`config.mk`:
```
export PLATFORM = sky130hd
export DESIGN_NAME = fnd_bus_arbiter
export DESIGN_NICKNAME = d
export VERILOG_FILES = /design/src/rtl/fnd_bus_pkg.sv /design/src/rtl/fnd_rr_pick2.sv /design/src/rtl/fnd_bus_arbiter.sv
export SDC_FILE = /design/constraint.sdc
export NUM_CORES = 1
export LEC_CHECK = 0
export ABC_AREA = 1
export ABC_CLOCK_PERIOD_IN_PS = 4300
export CORE_ASPECT_RATIO = 0.8
export CORE_UTILIZATION = 30
export CTS_CLUSTER_SIZE = 28
export DETAILED_ROUTE_END_ITERATION = 8
export PLACE_DENSITY = 0.67
export SYNTH_ARGS = -nofsm -noshare
export SYNTH_HDL_FRONTEND = slang
export SYNTH_SLANG_ARGS = --single-unit
```
`constraint.sdc`:
```
create_clock -name clk -period 4.3 [get_ports clk]
set_clock_uncertainty 0.2 [all_clocks]
set_input_delay 0.645 -clock clk [delete_from_list [all_inputs] [get_ports clk]]
set_output_delay 0.645 -clock clk [all_outputs]
set_load 0.05 [all_outputs]
```
`src/rtl/fnd_bus_pkg.sv`:
```
// Shared definitions for the FND register-bus arbiter.
// Holds the arbiter FSM state encoding, requester indices, and the
// FND peripheral register offsets (FCR and FDR).
package fnd_bus_pkg;

    typedef enum logic [1:0] {
        ST_IDLE   = 2'd0,
        ST_ACCESS = 2'd1,
        ST_DONE   = 2'd2
    } state_t;

    localparam logic REQ_M0 = 1'b0;
    localparam logic REQ_M1 = 1'b1;

    localparam logic [31:0] FND_FCR_OFS = 32'h0;
    localparam logic [31:0] FND_FDR_OFS = 32'h4;

endpackage

```
`src/rtl/fnd_rr_pick2.sv`:
```
// Two-way combinational grant selector.
// Ports:
//   req         - request vector, bit i = requester i
//   last_grant  - requester that owned the previous completed transaction
//   grant_valid - at least one request is pending
//   grant_idx   - winning requester index
// Parameter FIXED_PRIO: 0 = round-robin on ties, 1 = requester 0 wins ties.
module fnd_rr_pick2
    import fnd_bus_pkg::*;
#(
    parameter int FIXED_PRIO = 0
) (
    input  logic [1:0] req,
    input  logic       last_grant,
    output logic       grant_valid,
    output logic       grant_idx
);

    always_comb begin
        grant_valid = |req;
        grant_idx   = REQ_M0;
        if (req == 2'b11) begin
            // On a tie, round-robin hands the bus to whoever did not go last.
            grant_idx = (FIXED_PRIO != 0) ? REQ_M0 : ~last_grant;
        end else if (req[1]) begin
            grant_idx = REQ_M1;
        end
    end

endmodule

```
`src/rtl/fnd_bus_arbiter.sv`:
```
// Two-requester arbiter/sequencer for the FND peripheral register bus.
// Serialises requester 0 (CPU path) and requester 1 (hardware source) onto
// one cs/wr/addr/wdata/rdata slave port, one full transaction per grant:
// IDLE (arbitrate + latch) -> ACCESS (s_cs=1, capture s_rdata) -> DONE (ready).
// Ports:
//   clk, rst                    - clock, asynchronous active-high reset
//   m*_req/wr/addr/wdata        - requester transaction inputs (held until ready)
//   m*_ready, m*_rdata          - one-cycle completion pulse and registered read data
//   s_cs/s_wr/s_addr/s_wdata    - slave request outputs (zero outside ACCESS)
//   s_rdata                     - slave read data, combinational from s_addr
//   busy                        - high in ACCESS and DONE
module fnd_bus_arbiter
    import fnd_bus_pkg::*;
#(
    parameter int AW         = 32,
    parameter int DW         = 32,
    parameter int FIXED_PRIO = 0
) (
    input  logic          clk,
    input  logic          rst,
    input  logic          m0_req,
    input  logic          m0_wr,
    input  logic [AW-1:0] m0_addr,
    input  logic [DW-1:0] m0_wdata,
    output logic          m0_ready,
    output logic [DW-1:0] m0_rdata,
    input  logic          m1_req,
    input  logic          m1_wr,
    input  logic [AW-1:0] m1_addr,
    input  logic [DW-1:0] m1_wdata,
    output logic          m1_ready,
    output logic [DW-1:0] m1_rdata,
    output logic          s_cs,
    output logic          s_wr,
    output logic [AW-1:0] s_addr,
    output logic [DW-1:0] s_wdata,
    input  logic [DW-1:0] s_rdata,
    output logic          busy
);

    state_t        state, state_nxt;
    logic          owner;
    logic          last_grant;
    logic          lat_wr;
    logic [AW-1:0] lat_addr;
    logic [DW-1:0] lat_wdata;
    logic          grant_valid;
    logic          grant_idx;

    fnd_rr_pick2 #(
        .FIXED_PRIO (FIXED_PRIO)
    ) u_pick (
        .req         ({m1_req, m0_req}),
        .last_grant  (last_grant),
        .grant_valid (grant_valid),
        .grant_idx   (grant_idx)
    );

    // NOTE: sequential state uses non-blocking assignments so every register
    // samples pre-edge values regardless of process evaluation order.
    always_ff @(posedge clk or posedge rst) begin
        if (rst) begin
            state <= ST_IDLE;
        end else begin
            state <= state_nxt;
        end
    end

    always_comb begin
        state_nxt = state;
        case (state)
            ST_IDLE:   if (grant_valid) state_nxt = ST_ACCESS;
            ST_ACCESS: state_nxt = ST_DONE;
            ST_DONE:   state_nxt = ST_IDLE;
            default:   state_nxt = ST_IDLE;
        endcase
    end

    // Latched transaction, per-requester read data and fairness history.
    // NOTE: rdata registers are reset explicitly because they are visible
    // outputs; they are flops, not a memory, so a reset costs nothing.
    always_ff @(posedge clk or posedge rst) begin
        if (rst) begin
            owner      <= REQ_M0;
            last_grant <= REQ_M1;
            lat_wr     <= 1'b0;
            lat_addr   <= '0;
            lat_wdata  <= '0;
            m0_rdata   <= '0;
            m1_rdata   <= '0;
        end else begin
            case (state)
                ST_IDLE: begin
                    if (grant_valid) begin
                        owner     <= grant_idx;
                        lat_wr    <= (grant_idx == REQ_M1) ? m1_wr    : m0_wr;
                        lat_addr  <= (grant_idx == REQ_M1) ? m1_addr  : m0_addr;
                        lat_wdata <= (grant_idx == REQ_M1) ? m1_wdata : m0_wdata;
                    end
                end
                ST_ACCESS: begin
                    // Captured for writes too, so the owner always sees fresh data.
                    if (owner == REQ_M1) m1_rdata <= s_rdata;
                    else                 m0_rdata <= s_rdata;
                end
                ST_DONE: last_grant <= owner;
                default: ;
            endcase
        end
    end

    // Outputs decode from state alone, so an asynchronous reset drops s_cs
    // and the readys immediately.
    // NOTE: every output gets a default first so no path infers a latch.
    always_comb begin
        s_cs     = 1'b0;
        s_wr     = 1'b0;
        s_addr   = '0;
        s_wdata  = '0;
        m0_ready = 1'b0;
        m1_ready = 1'b0;
        busy     = (state != ST_IDLE);
        case (state)
            ST_ACCESS: begin
                s_cs    = 1'b1;
                s_wr    = lat_wr;
                s_addr  = lat_addr;
                s_wdata = lat_wdata;
            end
            ST_DONE: begin
                m0_ready = (owner == REQ_M0);
                m1_ready = (owner == REQ_M1);
            end
            default: ;
        endcase
    end

endmodule

```
==> impl_metrics.tcl, run 1 <==
set metrics [dict create \
    status "complete, no violations" \
    setup_viol 0 \
    fin_nets 1392 \
    numCtsBuffers 17 \
    netlist_top_cells_area "dfrtp_1 49%, nand2_1 15%, inv_1 13%" \
    holdCritPathClass "reg -> reg" \
    drive_above_1_share 0.0412 \
    finalPower_mw 8.42 \
    drc 0 \
    grt.total_usage 0.179 \
    power_frac_clock 0.175 \
    synth_area_leader_cell "dfrtp_1" \
    die_width_um 170 \
    drt_iter0_drc 310 \
    p_int_mw 4.26 \
    routed_via_density 4.27 \
    dieArea_mm2 0.0231 \
    leakagePower_nw 5.50 \
    hold_buffers 0 \
    min_period_ps 3400 \
    initial_core_util 0.310 \
    synth.distinct_cells 17 \
    cts_sinks 133 \
    synth_seq_cells 133 \
    ant_nets 0 \
    coreArea_mm2 0.0218 \
    area_delta_synth_final_pct 56.2 \
    cts_tree "yes" \
    syn_area_mm2 0.00675 \
    yosys_warnings 0 \
    n_antenna_cell 0 \
    syn_inst 955 \
    routed_wl_mm 20.5 \
    finalSetupTns_ps 0 \
    dr.pass1.iters 4 \
    die_height_um 136 \
    worstMarginPinSlew_ps 1070 \
    drv_cap 0 \
    fmax_mhz 294 \
    dpl.hpwl_mm 14.1 \
    seqPwrFrac 0.264 \
    sw_frac_of_total 0.494 \
    ys_seq_area_frac 0.493 \
    ios 299 \
    critPathKind "reg -> out" \
    ir_drop_v 0.000439 \
    netlist.area_leader.share 0.489 \
    grt-ovfl-total 0 \
    path_clk_slew_ps 60 \
    wl_per_cell_um 13.4 \
    combPwrFrac 0.561 \
    power.density_mw_per_mm2 798 \
    place_congestion 0.762 \
    vias 6574 \
    clockBufferDepth 2 \
    setup.worst_path.end_class "output pin" \
    grt_max_degree 134 \
    synthArstFlopShare 1.00 \
    core.rowCount 48 \
    p_switching_mw 4.15 \
    crit_fanout 34 \
    h-tree-depth 4 \
    hold_viol 0 \
    clock_latency_ps 410 \
    post_cts_buffers 0 \
    cts_resized 0 \
    crit_arrival_ps 2550 \
    grt_pass1_wl_mm 32.4 \
    antenna_found_initial 0 \
    fillers 2123 \
    yosys_most_used_dff "dfrtp_1" \
    synth_edf_count 0 \
    drv_slew 0 \
    syn_nets 1121 \
    io_buffers 298 \
    period_share 0.790 \
    layout_common_cells "297 x clkdlybuf4s50_1, 263 x nand2_1, 229 x inv_1, 132 x dfrtp_1, 130 x nand3_1" \
    root_buffer "clkbuf_16" \
    maxSlewHeadroom 0.282 \
    grt_pass1_vias 6195 \
    fin_hold_ws_ps 276 \
    final_common_cell "clkdlybuf4s50_1" \
    rsz0062_at_grt "false" \
    startpoint_type "flop" \
    postSynthAreaPerCell_um2 7.07 \
    cp.required_ps 3450 \
    final_util 0.484 \
]
state kept, by name, summed over array words and instances (netlist names):
register	count
lat_addr	32
last_grant	1
lat_wdata	32
lat_wr	1
m1_rdata	32
owner	1
state	2
m0_rdata	32
area by class of cell:
class,count,area [µm²],share of cell area
clock buffer,18,429,0.0407
clock inverter,14,168,0.0159
inverter,232,875,0.0829
multi-input combinational,536,2290,0.218
sequential,133,3330,0.316
tap,300,375,0.0356
timing repair buffer,306,3080,0.292
through the flow:
stage | instance area, µm² | setup slack, ps | instances
floorplan | 6760 | 1610 | 955
global placement | 9950 | 1300 | 1507
detailed placement | 9950 | 1270 | 1507
CTS | 10500 | 822 | 1539
global route | 10500 | 715 | 1539
finish | 10500 | 902 | 1539
power groups by stage:
stage	clock, mW	combinational [mW]	sequential, mW
floorplan	0	2.18	3.21
global placement	0	4.74	2.22
detailed placement	0	4.77	2.23
CTS	1.52	4.78	2.22
global route	1.57	5.07	2.29
finish	1.47	4.72	2.22
routing by layer:
layer  global-route usage  routed length (µm)
met1                0.233                9370
met2                0.293                9710
met3               0.0440                1260
met4               0.0531                 214
met5                    0                   0
path summary, 6_finish.rpt:
check | to | start | slack [ps] | depth (start not counted)
setup / recovery | s_addr[16] | state[0] | 900 | 6
hold / removal | lat_addr[7] | lat_addr[7] | 280 | 2
setup reg to reg | lat_wdata[12] | last_grant | 2200 | 6
hold reg to reg | lat_addr[7] | lat_addr[7] | 280 | 2
max in group asynchronous | state[1] | rst | 2730 | 3
min in group asynchronous | lat_wdata[15] | rst | 580 | 3
synthesized netlist by cell type (2+ instances only):
cell type	count
nand2_2	2
o21ai_0	65
buf_2	29
clkbuf_1	16
buf_4	8
dfrtp_1	132
nand3_1	130
nand2_1	265
nor2_1	70
inv_1	231
cell families after synthesis:
family	synth area share
buffers and inverters	0.170
and+or+nand+nor	0.287
DFF	0.493
AOI/OAI and AO/OA	0.0502
worst max-delay path, cell delays in order, from the launching register on:
cell	delay [ps]
dfrtp_1	380
inv_2	100
nor2_4	50
inv_2	500
buf_4	340
nor2_1	60
clkdlybuf4s50_1	700
Power figures use the tool's default switching activity.
==> run 2, diff against run 1 <==
--- a/config.mk
+++ b/config.mk
@@ -6,7 +6,7 @@
 export NUM_CORES = 1
 export LEC_CHECK = 0
 export ABC_AREA = 1
-export ABC_CLOCK_PERIOD_IN_PS = 4300
+export ABC_CLOCK_PERIOD_IN_PS = 2790
 export CORE_ASPECT_RATIO = 0.8
 export CORE_UTILIZATION = 30
 export CTS_CLUSTER_SIZE = 28
==> constraint.sdc (replaced) <==
create_clock -name clk -period 2.79 [get_ports clk]
set_clock_uncertainty 0.2 [all_clocks]
set_input_delay 0.4185 -clock clk [delete_from_list [all_inputs] [get_ports clk]]
set_output_delay 0.4185 -clock clk [all_outputs]
set_load 0.05 [all_outputs]
==> run 2 against run 1 <==
  * Setup slack got worse by 690 ps
  * Die area unchanged
  * Combinational power increased by 54%
  * First-iteration DRC count increased by 57%
  * Sequential share of layout area increased by 0.20 points
  * Flip-flop and latch count unchanged
  * Cell count increased by 0.52%
  * Utilization decreased by 0.30 points
==> impl_metrics.tcl, run 2 (same netlist as run 1, synthesis figures left out) <==
set metrics [dict create \
    status "complete, no violations" \
    fin_nets 1400 \
    die_width_um 170 \
    power.density_mw_per_mm2 1230 \
    path_clk_slew_ps 70 \
    grt_pass1_vias 6295 \
    cts_tree "yes" \
    dieArea_mm2 0.0231 \
    crit_chain "inv_2 > nand2_1 > nor2_1 > clkdlybuf4s50_1" \
    power_frac_clock 0.170 \
    root_buffer "clkbuf_16" \
    finalSetupTns_ps 0 \
    wl_met2_mm 9.65 \
    combPwrFrac 0.563 \
    leakagePower_nw 5.67 \
    setup_viol 0 \
    place_congestion 0.782 \
    final_util 0.481 \
    maxSlewHeadroom 0.601 \
    drc 0 \
    period_share 0.923 \
    drt_iter0_drc 486 \
    clockBufferDepth 2 \
    p_switching_mw 6.44 \
    numCtsBuffers 17 \
    drive_above_1_share 0.0994 \
    post_cts_buffers 0 \
    drv_cap 0 \
    crit_fanout 4 \
    grt_pass1_wl_mm 32.6 \
    clock_latency_ps 410 \
    ant_nets 0 \
    h-tree-depth 4 \
    grt-ovfl-total 0 \
    cts_resized 0 \
    worstMarginPinSlew_ps 598 \
    critPathKind "reg -> out" \
    seqPwrFrac 0.266 \
    wl_met3_mm 1.34 \
    vias 6611 \
    routed_via_density 4.27 \
    coreArea_mm2 0.0218 \
    holdCritPathClass "in -> async" \
    rr_endpoint "lat_addr[26]" \
    path_depth 4 \
    hold_viol 0 \
    initial_core_util 0.310 \
    crit_slowest_cell "clkdlybuf4s50_1" \
    p_int_mw 6.43 \
    final_common_cell "nand2_1" \
    cts_sinks 133 \
    hold_buffers 0 \
    dpl.hpwl_mm 14.6 \
    drv_slew 0 \
    die_height_um 136 \
    rr_worst_depth 6 \
    cp_top_family "buffers and inverters" \
    rrSetupSlack_ps 1080 \
    ios 299 \
    fmax_mhz 388 \
    timing.rr.start "last_grant" \
    area_delta_synth_final_pct 55.2 \
    slowest_delay_ps 810 \
    layout_common_cells "263 x nand2_1, 232 x clkdlybuf4s50_1, 229 x inv_1, 132 x dfrtp_1, 130 x nand3_1" \
    crit_arrival_ps 1960 \
    min_period_ps 2570 \
    maxUsedRoutingLayer "met4" \
    grt_max_degree 66 \
    antenna_found_initial 0 \
    n_antenna_cell 0 \
    cp.required_ps 2170 \
    ir_drop_v 0.000565 \
    dr.pass1.iters 5 \
    sw_frac_of_total 0.501 \
    critical_path_buf_inv_count 2 \
    setup.worst_path.end_class "output pin" \
    rsz0062_at_grt "false" \
    core.rowCount 48 \
    met1Wirelength_mm 9.40 \
    routed_wl_mm 20.6 \
    wl_per_cell_um 13.3 \
    io_buffers 298 \
    grt.total_usage 0.180 \
    startpoint_type "flop" \
]
## run 2: changes by cell type in the layout (fill, tap and decap cells not counted)
cell,change
bufinv_16,-1
buf_12,+5
inv_8,-1
inv_6,+2
buf_4,+68
clkdlybuf4s50_1,-65
clkinvlp_4,-1
clkinv_2,+1
## run 2: worst max path at each step
stage,start,to,slack (ps)
floorplan,state[1],s_addr[0],320
global placement,state[0],m1_ready,660
detailed placement,m0_req,lat_wdata[31],630
CTS,state[0],m1_ready,190
global route,state[0],m1_ready,90
finish,state[0],m1_ready,220
## run 2: metrics by stage
step                      instances  power, mW  setup slack [ps]  area, µm²  hold slack [ps]
after floorplan                 955       8.30               325       6760              249
after global placement         1515       10.7               664       9910              263
after detailed placement       1515       10.8               626       9910              265
after CTS                      1547       13.0               189      10500              186
after global routing           1547       13.7              90.4      10500              212
final                          1547       12.9               216      10500              195
## run 2: metal layers
| layer | GRT usage | vias to the layer above |
|---|---|---|
| li1 | - | 3365 |
| met1 | 0.239 | 3029 |
| met2 | 0.291 | 202 |
| met3 | 0.0443 | 15 |
| met4 | 0.0516 | 0 |
| met5 | 0 | - |
## run 2: power groups by stage
stage               combinational, mW  sequential, mW  clock (mW)
floorplan                        3.36            4.94           0
CTS                              7.33            3.43        2.27
detailed placement               7.32            3.45           0
finish                           7.25            3.43        2.19
global route                     7.79            3.55        2.33
global placement                 7.26            3.42           0
## run 2: final cells by class
class                           instances  area (µm²)
Clock buffer                           18         429
Clock inverter                         14         141
Fill cell                            2186       11300
Inverter                              232         875
Multi-Input combinational cell        536        2290
Sequential cell                       133        3330
Tap cell                              300         375
Timing Repair Buffer                  314        3040
## run 2: worst register-to-register path: cells and delay by family, from the launching register on
family / cells / cell delay, ps
and+or+nand+nor: 5 / 450
buffers and inverters: 1 / 390
DFF: 1 / 550
